==> config.mk <==
export PLATFORM = sky130hd
export DESIGN_NAME = pc_sequencer
export DESIGN_NICKNAME = d
export VERILOG_FILES = /design/src/rtl/pc_sequencer.sv
export SDC_FILE = /design/constraint.sdc
export NUM_CORES = 1
export LEC_CHECK = 0
export ABC_AREA = 1
export CAP_MARGIN = 25
export CORE_ASPECT_RATIO = 0.7
export CORE_MARGIN = 3
export CORE_UTILIZATION = 57
export CTS_CLUSTER_DIAMETER = 150
export DETAILED_ROUTE_END_ITERATION = 12
export PLACE_DENSITY = 0.89
export SLEW_MARGIN = 40
export SYNTH_ARGS = -nofsm -noshare
export SYNTH_HDL_FRONTEND = slang
export SYNTH_SLANG_ARGS = --single-unit
export TNS_END_PERCENT = 30
==> constraint.sdc <==
create_clock -name Clk -period 5.8 [get_ports Clk]
set_input_delay 1.16 -clock Clk [delete_from_list [all_inputs] [get_ports Clk]]
set_output_delay 1.16 -clock Clk [all_outputs]
set_load 0.01 [all_outputs]
==> src/rtl/pc_sequencer.sv <==
// Fetch-address sequencer: picks the next fetch PC from flush, return-address
// stack, predicted-taken target or the sequential successor.
module pc_sequencer #(
  parameter int            AW        = 32,
  parameter int            STEP      = 4,
  parameter logic [AW-1:0] RESET_VEC = '0,
  parameter int            RAS_DEPTH = 4
) (
  input  logic                         Clk,
  input  logic                         Rst,
  input  logic                         Flush,
  input  logic [AW-1:0]                FlushAddr,
  input  logic                         Stall,
  input  logic                         PredTaken,
  input  logic [AW-1:0]                PredAddr,
  input  logic                         PredCall,
  input  logic                         RetPredict,
  output logic [AW-1:0]                InstrAddr,
  output logic [AW-1:0]                NextSeq,
  output logic [1:0]                   RedirSrc,
  output logic [$clog2(RAS_DEPTH):0]   RasCount
);

  localparam int PW = $clog2(RAS_DEPTH);
  localparam int CW = PW + 1;

  localparam logic [1:0] SRC_SEQ   = 2'd0;
  localparam logic [1:0] SRC_PRED  = 2'd1;
  localparam logic [1:0] SRC_RAS   = 2'd2;
  localparam logic [1:0] SRC_FLUSH = 2'd3;

  logic [AW-1:0] ras [RAS_DEPTH];
  logic [PW-1:0] ptr;
  logic [PW-1:0] ptr_d;
  logic [CW-1:0] cnt_d;
  logic [AW-1:0] addr_d;
  logic [1:0]    src_d;
  logic          wr_en;
  logic [PW-1:0] wr_idx;
  logic          pop_ok;
  logic          push;

  assign NextSeq = InstrAddr + AW'(STEP);
  assign pop_ok  = RetPredict && (RasCount != '0);
  assign push    = PredTaken && PredCall;

  always_comb begin
    addr_d = InstrAddr;
    src_d  = RedirSrc;
    ptr_d  = ptr;
    cnt_d  = RasCount;
    wr_en  = 1'b0;
    wr_idx = ptr + PW'(1);
    if (Flush) begin
      addr_d = FlushAddr;
      src_d  = SRC_FLUSH;
      ptr_d  = '0;
      cnt_d  = '0;
    end else if (!Stall) begin
      if (pop_ok) begin
        addr_d = ras[ptr];
        src_d  = SRC_RAS;
      end else if (PredTaken) begin
        addr_d = PredAddr;
        src_d  = SRC_PRED;
      end else begin
        addr_d = NextSeq;
        src_d  = SRC_SEQ;
      end
      // Pop+push reuses the popped slot, so pointer and count stay put.
      case ({pop_ok, push})
        2'b11: begin
          wr_en  = 1'b1;
          wr_idx = ptr;
        end
        2'b10: begin
          ptr_d = ptr - PW'(1);
          cnt_d = RasCount - CW'(1);
        end
        2'b01: begin
          wr_en = 1'b1;
          ptr_d = ptr + PW'(1);
          if (RasCount != CW'(RAS_DEPTH))
            cnt_d = RasCount + CW'(1);
        end
        default: ;
      endcase
    end
  end

  always_ff @(posedge Clk or posedge Rst) begin
    if (Rst) begin
      InstrAddr <= RESET_VEC;
      RedirSrc  <= SRC_FLUSH;
      RasCount  <= '0;
      ptr       <= '0;
    end else begin
      InstrAddr <= addr_d;
      RedirSrc  <= src_d;
      RasCount  <= cnt_d;
      ptr       <= ptr_d;
    end
  end

  // Entry storage is not reset; RasCount alone decides which entries are live.
  always_ff @(posedge Clk) begin
    if (!Rst && wr_en)
      ras[wr_idx] <= NextSeq;
  end

endmodule

=== Word level (Yosys, flattened, before mapping) ===
Memory sizes are Yosys's and may differ from the RTL's.
Cells that the tools add are included.

* Flip-flop bits (word level): 39
* Bits in writable memories: 128
* Bits of input ports: 71
* Output and inout port bits: 69
* Logic and storage cells: 48
* Memories kept: 1

* Add/sub/neg operators: 5
* Equal/unequal tests: 6
* Mux-type cells: 23
* Reduce and logical (&&, ||, !) cells: 9

{| class="wikitable"
|+ Memory list
! name !! depth !! width !! rd ports !! clocked after memory_dff !! wr ports !! line !! RTL
|-
| ras || 4 || 32 || 1 || 0 || 1 || 32 || <nowiki>logic [AW-1:0] ras [RAS_DEPTH];</nowiki>
|}

{| class="wikitable"
|+ Operators with widths
! kind !! number
|-
| two-way mux 32 bit || 4
|-
| adder 32 x 3 -> 32 bit, second input constant || 1
|-
| two-way mux 2 bit || 8
|-
| two-way mux 3 bit || 3
|-
| two-way mux 1 bit || 6
|-
| inequality test 3 bit, second input constant || 2
|-
| one-hot mux 3 bit (2 select lines) || 1
|-
| nonzero test 3 bit || 2
|-
| == test 2 bit, second input constant || 2
|-
| one-hot mux 2 bit (2 select lines) || 1
|-
| adder 3 x 1 -> 3 bit, second input constant || 1
|-
| logical AND 1 bit || 3
|-
| AND reduction 3 bit || 1
|-
| subtractor 3 x 1 -> 3 bit, second input constant || 1
|-
| adder 2 x 1 -> 2 bit, second input constant || 1
|-
| == test 2 x 1 -> 1 bit, second input constant || 1
|-
| inequality test 2 bit, second input constant || 1
|-
| AND reduction 2 bit || 1
|-
| OR reduction 2 bit || 1
|-
| subtractor 2 x 1 -> 2 bit, second input constant || 1
|-
| zero test 1 bit || 1
|}

=== Longest topological paths before layout ===
Gate-level depths: netlist of run 1.

* Depth after elaboration: 10
* Gate-level depth with buffers: 12
* Depth with buffers taken out: 12

=== Worst setup path after synthesis of run 1 ===
No wires, ideal clock.

* Path type: input port to flip-flop
* From: input Flush
* To: memory ras[0][0], enable pin
* Setup time: 0.421 ns
* Arrival: 3.391 ns
* Required time: 5.379 ns
* Slack: 1.988 ns
* Stages: 7
* Buffers on the path: 1
* Cells stage by stage: buf_2 -> nor2_4 -> nand2_1 -> o21ai_2 -> xor2_1 -> inv_1 -> nor2_1

* Longest elaborated chain between the ends: 4
* Elaborated cells between the ends (all ways): 5
* Those cells by class: mux (4); reduce/logical (1)

{| class="wikitable"
|+ RTL lines
! what !! line !! RTL
|-
| start: declaration || 11 || <nowiki>input logic Flush,</nowiki>
|-
| two-way mux 1 bit || 54 || <nowiki>if (Flush) begin</nowiki>
|-
| logical AND 1 bit || 107 || <nowiki>if (!Rst && wr_en)</nowiki>
|-
| two-way mux 1 bit || 107 ||
|-
| two-way mux 1 bit (implied by the code) || 108 || <nowiki>ras[wr_idx] <= NextSeq;</nowiki>
|-
| end: declaration || 32 ||
|}

Parallel ways exist; a longest one is shown, timed or not.

=== Worst setup path after layout of run 1 ===
* From: register InstrAddr[18]
* To: output NextSeq[19]

* Longest elaborated chain between the ends: 1

{| class="wikitable"
|+ RTL lines
! what !! line !! RTL
|-
| start: declaration || 18 || <nowiki>output logic [AW-1:0] InstrAddr,</nowiki>
|-
| start signal: assignment || 98 || <nowiki>InstrAddr <= addr_d;</nowiki>
|-
| adder 32 x 3 -> 32 bit || 43 || <nowiki>assign NextSeq = InstrAddr + AW'(STEP);</nowiki>
|-
| end: declaration || 19 || <nowiki>output logic [AW-1:0] NextSeq,</nowiki>
|}

No other way between the ends.

==> summary.txt, run 1 <==
H-Tree Depth -> 4
Minimum hold slack -> 0.536 ns
Syn avg cell area -> 8.97 um^2
Post-Route WL -> 26,400 um
EDFF count, synth -> 128
Status -> completed
Synth top area share -> 47.5%
Port buffer count -> 139
RSZ-0062 raised after global routing -> no
Worst skew pair latency -> 0.43 ns
Post-CTS Setup Bufs -> 0
Via density -> 6.18
Hold Violations, Final -> 0
Die area -> 15,700 um^2
Largest cells by area after synthesis -> edfxtp_1 48%, nand2_1 15%, dfrtp_1 11%, nor2_1 5.1%, inv_1 2.7%
Worst r2r dst -> ras[2][13]
Crit-path cells -> nand2_1 > nor2_1 > nand2_1 > nor2_1 > nand2_1 > nand2_1 > clkdlybuf4s50_1
Core Box Area -> 13,500 um^2
Worst reg2reg path depth -> 7
Routed WL per cell -> 21.4 um
DR iter-0 viols -> 1,112
DP Area -> 9680 um^2
CP arrival -> 2.87 ns
Worst IR Drop VDD -> 0.246 mV
Critical Path Fanout Max -> 6
Hold Path Class -> flip-flop to flip-flop
DR vias -> 7,656
Hpwl dp -> 16,500 um
Max incr delay on CP -> 0.58 ns
Gpl congestion -> 0.981
Leakage -> 4.07 nW
Tcrit/Tclk final -> 69.6%
Worst-Margin Slew -> 0.892 ns
Reg2reg start -> RasCount[1]
Hold buffers post-CTS -> 0
Final Setup Violations -> 0
Max-cap violations -> 0
Count leader, synth -> nand2_1
CTS tree -> done
Synth warnings -> 0
Sequential-to-total area share from yosys stat -> 59.6%
Flop and latch count out of synthesis -> 167
Largest net degree at the start of global routing -> 45
Placed insts -> 1,205
Netlist cell types -> 36
Maximum clock path buffer count -> 2
Tmin final -> 4.03 ns
Cell taking the most area after synthesis -> edfxtp_1
Die W -> 148 um
Synth Instances -> 902
Clock root buffer -> clkbuf_16
Detailed Routing Iterations Pass 1 -> 7
Antenna fix cells -> 0
Die Ht -> 106 um
Setup TNS -> 0 ns
Total gr overflow -> 0
Layout cells sized above 1 -> 7.31%
First-pass GRT wire length -> 41,100 um
Final ANT Viol Nets -> 0
Total Routing Usage GR -> 34.2%
Post-route clock skew -> 0.00820 ns
CP max-delay cell -> clkdlybuf4s50_1
CP Capture Type -> output port
Synth top cells by count -> 326 x nand2_1, 128 x edfxtp_1, 110 x nor2_1
Cts bufs inserted -> 17
Clk slew on worst S/H paths -> 0.07 ns
Syn_nets -> 975
FP Rows -> 35
Vias in the first global route -> 7,563
Initial Util -> 59.8%
Clock Sink Count -> 167
Antenna violations before repair -> 0
CP Data Required Time -> 4.64 ns
Synthesized cell area -> 8090 um^2
Hold path cells -> 2
Syn-to-layout area delta -> 27.6%
I/O pin count -> 140
Crit-path most repeated cell -> nand2_1
Final number of max-transition violations -> 0
Post-CTS Resized -> 0
Worst min-delay path endpoint -> RasCount[2]
Crit Path Class -> flip-flop to output port
R2R Setup Slk -> 3.00 ns
Final nets -> 1,113
Non-Filler Instances -> 1,238
Power per cell area -> 342 nW/um^2
Max-slew headroom -> 40.3%
Fmax -> 248 MHz
Critical Path Start Type -> flip-flop
Residual DRC -> 0
Most used DFF post-synth -> edfxtp_1
Hold Startpoint -> RasCount[2]
Ys async rst share -> 23.4%
Final Instance Area -> 10,300 um^2
Fin util -> 76.3%
[metrics by stage]
step	setup WS [ns]	total power [mW]
after floorplan	1.99	1.89
final	1.77	3.54
after global placement	1.74	2.26
after global routing	1.65	3.64
after CTS	1.87	3.49
after detailed placement	1.66	2.29
[kinds of logic after synthesis]
family | after synthesis | synth area share [%]
buffers and inverters | 96 | 4.79
AND/OR/NAND/NOR | 536 | 27.9
AO/OA/AOI/OAI | 92 | 6.37
flip-flops | 167 | 59.6
adder cells (fa/ha/maj) | 2 | 0.402
XOR/XNOR | 9 | 0.974
[layout make-up]
type                       count  area [um^2]
clock buffer                  19          433
clock inverter                13          195
fill                         842         3210
inverter                      65          246
multi-input combinational    639         2900
sequential                   167         4820
tap                          185          231
timing repair buffer         150         1500
[state kept, by name, summed over array words and instances, names as in the netlist]
register,count
ras,128
RasCount,3
InstrAddr,32
ptr,2
RedirSrc,2
[worst max-delay path by stage]
stage	from	to	slack, ns
floorplan	Flush	ras[0][0]	1.99
global placement	Flush	ras[3][12]	1.74
detailed placement	Flush	ras[3][10]	1.66
CTS	InstrAddr[3]	NextSeq[30]	1.87
global route	InstrAddr[3]	NextSeq[30]	1.65
finish	InstrAddr[18]	NextSeq[19]	1.77
[power breakdown]
part           total [mW]  switching [mW]  internal [mW]
clock network        1.22           0.496          0.728
registers            1.48          0.0928           1.38
logic               0.835           0.508          0.327
[metal layers]
metal | up-vias | global-route usage, % | part of all wire (%) | routed length (um)
met4 | 0 | 13.2 | 4.1 | 1070
met2 | 723 | 51.7 | 44 | 11800
met5 | - | 0 | 0 | 0
met3 | 145 | 11.4 | 15 | 4030
met1 | 3522 | 46.1 | 36 | 9570
li1 | 3266 | - | - | -
[worst max-delay path: cells and delay by family (launching register included)]
kind	cells	cell delay, ns
simple gates	6	1.31
buf+inv	1	0.58
flops	1	0.55
[cell usage in the layout, fill, tap and decap left out, types with 3 or more instances in the layout]
master | Yosys | final
xor2_1 | 6 | 6
a21oi_1 | 38 | 38
clkinv_2 | 0 | 3
edfxtp_1 | 128 | 128
bufinv_16 | 0 | 4
nor2_1 | 110 | 104
clkdlybuf4s50_1 | 0 | 139
nor2_4 | 8 | 8
clkinv_4 | 0 | 3
clkbuf_16 | 0 | 17
nor3_1 | 3 | 3
dfrtp_1 | 37 | 37
nand3_1 | 44 | 44
o21ai_0 | 36 | 36
buf_4 | 2 | 9
xnor2_1 | 3 | 3
nand4_1 | 34 | 34
nor2_2 | 5 | 11
nand2_1 | 326 | 326
inv_2 | 5 | 5
a22oi_1 | 5 | 5
inv_1 | 59 | 57
No activity file was read; power rests on OpenSTA's default activity.
==> run 2, diff against run 1 <==
--- a/config.mk
+++ b/config.mk
@@ -9,10 +9,10 @@
 export CAP_MARGIN = 25
 export CORE_ASPECT_RATIO = 0.7
 export CORE_MARGIN = 3
-export CORE_UTILIZATION = 57
+export CORE_UTILIZATION = 53
 export CTS_CLUSTER_DIAMETER = 150
 export DETAILED_ROUTE_END_ITERATION = 12
-export PLACE_DENSITY = 0.89
+export PLACE_DENSITY = 0.84
 export SLEW_MARGIN = 40
 export SYNTH_ARGS = -nofsm -noshare
 export SYNTH_HDL_FRONTEND = slang
==> constraint.sdc (replaced) <==
create_clock -name Clk -period 4 [get_ports Clk]
set_input_delay 0.8 -clock Clk [delete_from_list [all_inputs] [get_ports Clk]]
set_output_delay 0.8 -clock Clk [all_outputs]
set_load 0.01 [all_outputs]
==> summary.txt, run 2 (synthesis gave the netlist of run 1 again) <==
Status -> completed
R2R Setup Slk -> 1.49 ns (-1.51 ns)
Non-Filler Instances -> 1,252 (+1.1%)
Critical Path Fanout Max -> 6 (unchanged)
CP Capture Type -> output port
Residual DRC -> 0 (unchanged)
DR vias -> 7,321 (-4.4%)
Placed insts -> 1,220 (+1.2%)
Crit-path cells -> ha_1 > nand2_1 > nor2_2 > nand2_2 > nor2_4 > nand3_1 > nand2_1 > clkdlybuf4s50_1
Worst reg2reg path depth -> 8 (+1)
FP Rows -> 37 (+5.7%)
Initial Util -> 54.6% (-5.2 points)
CTS tree -> done
Largest delay share family, worst path -> simple AND/OR/NAND/NOR gates
Die Ht -> 109 um (+3.5%)
Seq pwr share -> 42.3% (+0.6 points)
Hold Startpoint -> RedirSrc[1]
Max-slew headroom -> 45.4% (+5.1 points)
Hold buffers post-CTS -> 0 (unchanged)
Worst-Margin Slew -> 0.818 ns (-0.0737 ns)
Gate power share -> 23.4% (-0.2 points)
Gpl congestion -> 0.951 (-3.0%)
Die W -> 154 um (+3.6%)
Post-CTS Resized -> 0 (unchanged)
Combined buffer and inverter count along the critical path -> 1 (unchanged)
Final number of max-transition violations -> 0 (unchanged)
Hpwl dp -> 16,800 um (+1.9%)
Post-Route WL -> 24,900 um (-5.7%)
RSZ-0062 raised after global routing -> no
Fmax -> 278 MHz
Worst r2r dst -> ras[0][9]
Final nets -> 1,117 (+0.36%)
Final ANT Viol Nets -> 0 (unchanged)
Total gr overflow -> 0 (unchanged)
Worst min-delay path endpoint -> RedirSrc[1]
Antenna fix cells -> 0 (unchanged)
I/O pin count -> 140 (unchanged)
Fin util -> 69.9% (-6.4 points)
Crit Path Class -> flip-flop to output port
Switch share -> 30.3% (-0.79 points)
Routed WL per cell -> 19.9 um (-6.7%)
Hold path cells -> 2 (unchanged)
Core Box Area -> 14,800 um^2 (+9.5%)
Clk slew on worst S/H paths -> 0.07 ns (about the same)
Reg2reg start -> RasCount[1]
Crit-path most repeated cell -> nand2_1
Setup TNS -> 0 ns (unchanged)
H-Tree Depth -> 4 (unchanged)
Sw Pwr -> 1.53 mW (+40%)
Biggest regs -> ras: 128 flops, InstrAddr: 32 flops, RasCount: 3 flops
Cts bufs inserted -> 17 (unchanged)
Clock root buffer -> clkbuf_16
Largest net degree at the start of global routing -> 45 (unchanged)
Via density -> 5.85 (-5.4%)
Hold Violations, Final -> 0 (unchanged)
Total Routing Usage GR -> 30.0% (-4.2 points)
Tmin final -> 3.60 ns
CP arrival -> 2.80 ns (-0.07 ns)
Worst IR Drop VDD -> 0.318 mV (+29%)
Die area -> 16,800 um^2 (+7.2%)
Part of the power in the clock network -> 34.3% (-0.3 points)
Internal cell power -> 3.53 mW (+45%)
Hold Path Class -> flip-flop to flip-flop
Maximum clock path buffer count -> 2 (unchanged)
Commonest non-fill, non-tap cell in the layout -> nand2_1
Post-CTS Setup Bufs -> 0 (unchanged)
Final Setup Violations -> 0 (unchanged)
First-pass GRT wire length -> 38,600 um (-6.1%)
Commonest cells after routing, fill and taps aside -> 326 x nand2_1, 139 x clkdlybuf4s50_1, 128 x edfxtp_1
Number of flip-flops under the largest register name -> 128 (unchanged)
Worst skew pair latency -> 0.43 ns (about the same)
CP max-delay cell -> clkdlybuf4s50_1
Largest Register -> ras
# fillers -> 1,108 (+32%)
Critical Path Start Type -> flip-flop
Syn-to-layout area delta -> 28.0%
Max-cap violations -> 0 (unchanged)
Leakage -> 4.09 nW (+0.56%)
Detailed Routing Iterations Pass 1 -> 6 (-1)
Max incr delay on CP -> 0.60 ns (+0.02 ns)
Clock Sink Count -> 167 (unchanged)
Antenna violations before repair -> 0 (unchanged)
Port buffer count -> 139 (unchanged)
Power per cell area -> 489 nW/um^2 (+43%)
Post-route clock skew -> 0.00965 ns (+0.00144 ns)
DR iter-0 viols -> 931 (-16%)
Layout cells sized above 1 -> 7.47% (+0.16 points)
Tcrit/Tclk final -> 90.1%
CP Data Required Time -> 3.20 ns (-1.44 ns)
Vias in the first global route -> 7,003 (-7.4%)
run 2: cell type report:
cell class                      count  area [um^2]  share of cell area [%]
Clock inverter                     13          181                    1.75
Tap cell                          195          244                    2.36
Sequential cell                   167         4820                    46.6
Clock buffer                       19          433                    4.18
Multi-Input combinational cell    639         2890                    27.9
Inverter                           65          244                    2.36
Timing Repair Buffer              154         1540                    14.9
run 2: layer usage:
metal | GRT usage, % | vias to the layer above | wire length (um)
met5 | 0 | - | 0
met4 | 8.70 | 0 | 503
met3 | 8.30 | 60 | 3430
met2 | 46.9 | 535 | 11100
met1 | 41.6 | 3447 | 9890
li1 | - | 3279 | -
run 2: how the worst max path moves through the flow:
stage | start | end | slack [ns] | depth (start not counted)
after global routing | InstrAddr[3] | NextSeq[20] | 0.26 | 7
after CTS | InstrAddr[3] | NextSeq[30] | 0.47 | 8
after global placement | Flush | ras[0][9] | 0.82 | 8
after detailed placement | Flush | ras[0][10] | 0.71 | 8
after floorplan | Flush | ras[0][0] | 0.55 | 7
final | InstrAddr[3] | NextSeq[22] | 0.40 | 8
run 2: worst reg2reg max path, delay by kind of cell (launching register included):
family	cells	cell delay, ns
compound gates	1	0.12
xor+xnor	1	0.35
buf+inv	2	0.54
flops	1	0.42
simple gates	4	0.70
run 2: power by group through the flow:
stage	clock network [mW]	logic, mW	registers, mW
2_1_floorplan	0	0.588	2.15
3_3_place_gp	0	1.12	2.16
3_5_place_dp	0	1.16	2.16
4_1_cts	1.73	1.17	2.13
5_1_grt	1.81	1.29	2.15
6_report	1.74	1.18	2.14
run 2: stage by stage:
step	area [um^2]	worst slack, ns	hold WS [ns]	power (mW)
floorplan	8090	0.548	0.506	2.74
global placement	9690	0.817	0.509	3.28
detailed placement	9740	0.711	0.505	3.32
CTS	10400	0.466	0.518	5.03
global route	10400	0.265	0.537	5.24
finish	10400	0.396	0.519	5.06
==> run 3, diff against run 2 <==
--- a/config.mk
+++ b/config.mk
@@ -6,7 +6,6 @@
 export NUM_CORES = 1
 export LEC_CHECK = 0
 export ABC_AREA = 1
-export CAP_MARGIN = 25
 export CORE_ASPECT_RATIO = 0.7
 export CORE_MARGIN = 3
 export CORE_UTILIZATION = 53
==> results of run 3 <==
The final DEF is identical to that of run 2; final timing and power are the same.
